--- src/rtl/sfilt_mc.sv ---
// Multi-channel command-driven filter MAC: a pipelined signed multiplier feeds NCH accumulators,
// and output opcodes push {ch, word, ovf} into a credit-guarded first-word-fall-through FIFO.
module sfilt_mc #(
  parameter int DW          = 32,
  parameter int ACCW        = 64,
  parameter int NCH         = 4,
  parameter int MUL_STAGES  = 3,
  parameter int OFIFO_DEPTH = 4,
  localparam int CHW = (NCH > 1) ? $clog2(NCH) : 1
) (
  input  logic                   clk,
  input  logic                   rst,
  input  logic                   pushin,
  output logic                   stopout,
  input  logic [2:0]             cmd,
  input  logic [CHW-1:0]         ch,
  input  logic signed [DW-1:0]   q,
  input  logic signed [DW-1:0]   h,
  output logic                   pushout,
  input  logic                   stopin,
  output logic [CHW-1:0]         chout,
  output logic signed [DW-1:0]   z,
  output logic                   ovf
);

  localparam int PW   = $clog2(OFIFO_DEPTH);
  localparam int CW   = $clog2(OFIFO_DEPTH + MUL_STAGES + 1);
  localparam int LAST = MUL_STAGES - 1;
  localparam logic [CW-1:0] DEPTH_C = CW'(OFIFO_DEPTH);
  localparam logic [DW-1:0] ZMAX = {1'b0, {(DW-1){1'b1}}};
  localparam logic [DW-1:0] ZMIN = {1'b1, {(DW-1){1'b0}}};

  logic                   v_p    [MUL_STAGES];
  logic [2:0]             cmd_p  [MUL_STAGES];
  logic [CHW-1:0]         ch_p   [MUL_STAGES];
  logic [6:0]             sh_p   [MUL_STAGES];
  logic signed [2*DW-1:0] prod_p [MUL_STAGES];

  logic signed [ACCW-1:0] acc [NCH];

  logic [DW-1:0]  mem_z   [OFIFO_DEPTH];
  logic [CHW-1:0] mem_ch  [OFIFO_DEPTH];
  logic           mem_ovf [OFIFO_DEPTH];
  logic [PW-1:0]  wr_ptr, rd_ptr;
  logic [CW-1:0]  count, inflight;
  logic signed [DW-1:0] hold_z;
  logic [CHW-1:0]       hold_ch;
  logic                 hold_ovf;

  logic                   accept, push, pop;
  logic                   e_v, in_range;
  logic [2:0]             e_cmd;
  logic [CHW-1:0]         e_ch;
  logic [6:0]             e_sh;
  logic signed [ACCW-1:0] e_prod, cur, rnd;
  logic signed [ACCW:0]   shx;
  logic [DW-1:0]          sat;

  assign accept = pushin && !stopout;

  always_ff @(posedge clk or negedge rst) begin
    if (!rst) begin
      for (int unsigned i = 0; i < MUL_STAGES; i++) begin
        v_p[i]    <= 1'b0;
        cmd_p[i]  <= '0;
        ch_p[i]   <= '0;
        sh_p[i]   <= '0;
        prod_p[i] <= '0;
      end
    end else begin
      v_p[0]    <= accept;
      cmd_p[0]  <= cmd;
      ch_p[0]   <= ch;
      sh_p[0]   <= h[6:0];
      prod_p[0] <= q * h;
      for (int unsigned i = 1; i < MUL_STAGES; i++) begin
        v_p[i]    <= v_p[i-1];
        cmd_p[i]  <= cmd_p[i-1];
        ch_p[i]   <= ch_p[i-1];
        sh_p[i]   <= sh_p[i-1];
        prod_p[i] <= prod_p[i-1];
      end
    end
  end

  assign e_v    = v_p[LAST];
  assign e_cmd  = cmd_p[LAST];
  assign e_ch   = ch_p[LAST];
  assign e_sh   = sh_p[LAST];
  assign e_prod = ACCW'(prod_p[LAST]);
  assign cur    = acc[e_ch];

  // The extra LSB catches the last bit shifted out; adding it back rounds halves toward +inf.
  always_comb begin
    shx = $signed({cur, 1'b0}) >>> e_sh;
    if (32'(e_sh) >= ACCW) rnd = '0;
    else                   rnd = shx[ACCW:1] + ACCW'(shx[0]);
  end

  assign in_range = (&cur[ACCW-1:DW-1]) | ~(|cur[ACCW-1:DW-1]);
  assign sat      = in_range ? cur[DW-1:0] : (cur[ACCW-1] ? ZMIN : ZMAX);
  assign push     = e_v && (e_cmd[2:1] == 2'b10);
  assign pop      = pushout && !stopin;

  always_ff @(posedge clk or negedge rst) begin
    if (!rst) begin
      for (int unsigned i = 0; i < NCH; i++) acc[i] <= '0;
    end else if (e_v) begin
      case (e_cmd)
        3'd0:                 acc[e_ch] <= e_prod;
        3'd1:                 acc[e_ch] <= cur + e_prod;
        3'd2:                 acc[e_ch] <= cur - e_prod;
        3'd3:                 acc[e_ch] <= rnd;
        3'd4, 3'd5, 3'd6:     acc[e_ch] <= '0;
        default: ;
      endcase
    end
  end

  always_ff @(posedge clk) begin
    if (push) begin
      mem_z[wr_ptr]   <= e_cmd[0] ? sat : cur[DW-1:0];
      mem_ch[wr_ptr]  <= e_ch;
      mem_ovf[wr_ptr] <= !in_range;
    end
  end

  function automatic logic [PW-1:0] nxt(input logic [PW-1:0] p);
    return (p == PW'(OFIFO_DEPTH - 1)) ? '0 : p + 1'b1;
  endfunction

  always_ff @(posedge clk or negedge rst) begin
    if (!rst) begin
      wr_ptr   <= '0;
      rd_ptr   <= '0;
      count    <= '0;
      hold_z   <= '0;
      hold_ch  <= '0;
      hold_ovf <= 1'b0;
    end else begin
      if (push) wr_ptr <= nxt(wr_ptr);
      if (pop) begin
        rd_ptr   <= nxt(rd_ptr);
        hold_z   <= mem_z[rd_ptr];
        hold_ch  <= mem_ch[rd_ptr];
        hold_ovf <= mem_ovf[rd_ptr];
      end
      if (push && !pop)      count <= count + 1'b1;
      else if (!push && pop) count <= count - 1'b1;
    end
  end

  // Output opcodes still in the multiplier pipeline hold a FIFO credit, so the FIFO cannot overflow.
  always_comb begin
    inflight = '0;
    for (int unsigned i = 0; i < MUL_STAGES; i++)
      if (v_p[i] && cmd_p[i][2:1] == 2'b10) inflight = inflight + 1'b1;
  end

  assign stopout = (count + inflight) >= DEPTH_C;
  assign pushout = (count != '0);
  assign z       = pushout ? $signed(mem_z[rd_ptr]) : hold_z;
  assign chout   = pushout ? mem_ch[rd_ptr] : hold_ch;
  assign ovf     = pushout ? mem_ovf[rd_ptr] : hold_ovf;

endmodule

--- config.mk ---
export PLATFORM = sky130hd
export DESIGN_NAME = sfilt_mc
export DESIGN_NICKNAME = d
export VERILOG_FILES = /design/src/rtl/sfilt_mc.sv
export SDC_FILE = /design/constraint.sdc
export NUM_CORES = 2
export LEC_CHECK = 0
export BUFFER_PORTS_ARGS = -buffer_cell sky130_fd_sc_hd__buf_2
export CAP_MARGIN = 20
export CORE_MARGIN = 3
export CORE_UTILIZATION = 23
export CTS_BUF_LIST = sky130_fd_sc_hd__clkbuf_16
export DETAILED_ROUTE_END_ITERATION = 8
export HOLD_SLACK_MARGIN = 0.12
export PLACE_DENSITY = 0.35
export SKIP_CTS_REPAIR_TIMING = 1
export SLEW_MARGIN = 10
export SYNTH_ARGS = -nofsm -noshare
export SYNTH_HDL_FRONTEND = slang
export SYNTH_SLANG_ARGS = --single-unit
--- constraint.sdc ---
create_clock -name clk -period 7.4 [get_ports clk]
set_input_delay 0.37 -clock clk [delete_from_list [all_inputs] [get_ports clk]]
set_output_delay 0.37 -clock clk [all_outputs]
set_load 0.01 [all_outputs]
==> metrics.cfg <==
[grt]
grt_pass1_vias = 69488
grt_max_degree = 155
track_usage_pct = 19.85
grt_overflow_total = 0
antenna_found_initial = 9
grt_pass1_wl_um = 509300

[worst_hold_path]
hp-class = in -> reg
holdPathStages = 3

[synth]
avgSynthCellArea_um2 = 9.462
postSynthCellCount = 8307
synthTopCellsByArea = fa_1, dfrtp_1, inv_1, edfxtp_1, ha_1
synth_top_area_cell = fa_1
synth_seq_cells = 669
async_reset_ff_share_pct = 79.07
yosysUniqueCellTypes = 99
seq_area_frac_synth_pct = 22.19
syn-num-nets = 9786
ys.flop_type = dfrtp_1
synth-edff-count = 140
yosys_warnings = 0
synth.top_cell.area_share_pct = 27.63
synth_area_um2 = 78600

[cts]
clock-sinks = 669
clk_pin_slew_worst_paths_ns = 0.06
cts_buffers = 84
clock-root-buffer = clkbuf_16
cts_max_level = 3
clockBufferDepth = 3
insertion_delay_ns = 0.74
cts_tree = built

[floorplan]
dieHeight_um = 590.6
die_area_um2 = 348800
die_w_um = 590.6
start_util_pct = 23.12
row_count = 214
core_area_um2 = 340100
ios = 110

[critical_path]
cp_slowest_cell = fa_1
critPathMaxStageDelay_ns = 0.53
worstPathMaxFanout = 14
cp_common_cell = fa_1
critPathCaptureType = flip-flop
worstSetupPathType = in -> reg
setup.worst_path.start_class = input port
r2r_cells = 21
worst_ep_required_time_ns = 7.96
reg2reg_slack_ns = 0.27
cp.arrival_ns = 7.96

[placement]
gp_congestion = 0.9601
dp_hpwl_um = 287700
portBuffers = 109

[detailed_routing]
drt-initial-drc-count = 4771
ant_nets = 0
routedWlPerCell_um = 26.08
firstDrtPassIters = 9
finalWirelength_um = 351000
num_vias = 65171
drc = 0
avgViaCountPerCell = 4.842

[finish]
fillers = 36514
nets = 10327
layout-drive-gt1-share_pct = 17.54
area_growth_syn_to_layout_pct = 18.81

[run]
max_cap_viol_count = 0

[timing]
hold_ws_ns = 0.2105
tightest_slew_ns = 1.213
max_freq_ghz = 0.1352
period_minus_slack_ns = 7.398
setup_viol = 0
final.setup_skew_ns = 0.05420
rsz0062_at_grt = yes
maxSlewViolCount = 0
fin_crit_sh_pct = 99.97
relSlewSlack_pct = 18.99
hold_viol = 0

[run_status]
status = complete, no violations

per-stage QoR:
step | instance area, um^2 | setup slack [ns] | instances | util (%) | TNS, ns
floorplan | 78990 | -0.09404 | 8307 | - | -0.09404
global placement | 89770 | -1.302 | 13271 | 26.40 | -20.62
detailed placement | 89830 | -1.270 | 13277 | 26.42 | -19.99
CTS | 92600 | -0.5169 | 13434 | 27.23 | -3.971
global route | 93380 | -0.2330 | 13455 | 27.46 | -0.5536
finish | 93390 | 0.002165 | 13459 | 27.46 | 0
per-layer routing:
| layer | global-route usage (%) | routed length, um |
|---|---|---|
| met5 | 0 | 23 |
| met4 | 7.286 | 14520 |
| met1 | 26.53 | 155500 |
| met3 | 2.048 | 14920 |
| met2 | 33.11 | 166000 |
final timing paths:
| check | startpoint | to |
|---|---|---|
| max | q[18] | prod_p[191] |
| min | h[2] | sh_p[16] |
| max reg2reg | e_ch[1] | flip-flop |
| min reg2reg | prod_p[134] | prod_p[70] |
| max in group asynchronous | rst | e_prod[33] |
| min in group asynchronous | rst | hold_z[17] |
layout make-up:
cell class,count,area [um^2],area share [%]
Multi-Input combinational cell,5973,55380,59.30
Timing Repair Buffer,966,7761,8.311
Tap cell,4536,5675,6.077
Clock inverter,69,561.8,0.6016
Clock buffer,88,2202,2.358
Antenna cell,4,10.01,0.01072
Inverter,1154,4338,4.645
Sequential cell,669,17460,18.69
synthesized netlist by cell type (36+ instances only):
master    instances
a22oi_1          51
inv_1          1148
o21ai_0         271
edfxtp_1        140
mux2i_1         137
nand2_1         933
o21bai_1         61
nor4_1           40
ha_1            321
nor3_1           98
nand4_1          54
clkbuf_1        446
a211oi_1         50
mux2_2          181
nand3_1         116
and2_1          539
a21oi_1         390
dfrtp_1         529
a21o_1           80
a31oi_1          59
nor2_1          419
xnor2_1          86
a221o_1          44
o31ai_1          36
o22ai_1         138
o211ai_1         36
fa_1           1085
nand2b_1         49
mux4_2           85
o221ai_1         54
a221oi_1         56
xor2_1           46
cell families after synthesis:
family / count (synthesis) / synth area share, %
adders and majority gates: 1406 / 32.74
muxes: 403 / 6.773
AOI/OAI and AO/OA: 1622 / 13.95
DFF: 669 / 22.19
buffers and inverters: 1665 / 8.185
xor gates and xnor gates: 132 / 1.471
and+or+nand+nor: 2410 / 14.68
worst max-delay path, delay by kind of cell:
kind	cells	cell delay [ns]
fa+ha+maj	9	4.17
compound gates	12	2.19
buf+inv	6	0.62
simple gates	2	0.46
xor+xnor	1	0.15
layout by cell type, fill, tap and decap left out, drive strengths merged, types with 59 or more instances in the layout:
cell type | Yosys | layout
a21o | 80 | 80
a21oi | 390 | 390
a31oi | 59 | 59
and2 | 539 | 539
buf | 65 | 942
clkbuf | 446 | 104
dfrtp | 529 | 529
edfxtp | 140 | 140
fa | 1085 | 1085
ha | 321 | 321
inv | 1150 | 1172
mux2 | 181 | 181
mux2i | 137 | 137
mux4 | 85 | 85
nand2 | 934 | 934
nand3 | 116 | 116
nor2 | 419 | 419
nor3 | 99 | 99
o21ai | 274 | 274
o21bai | 61 | 61
o22ai | 138 | 138
xnor2 | 86 | 86
Power is left out: the tool's default activity adds up to more than one toggle a clock period on the data nets, which glitch-free logic cannot reach.
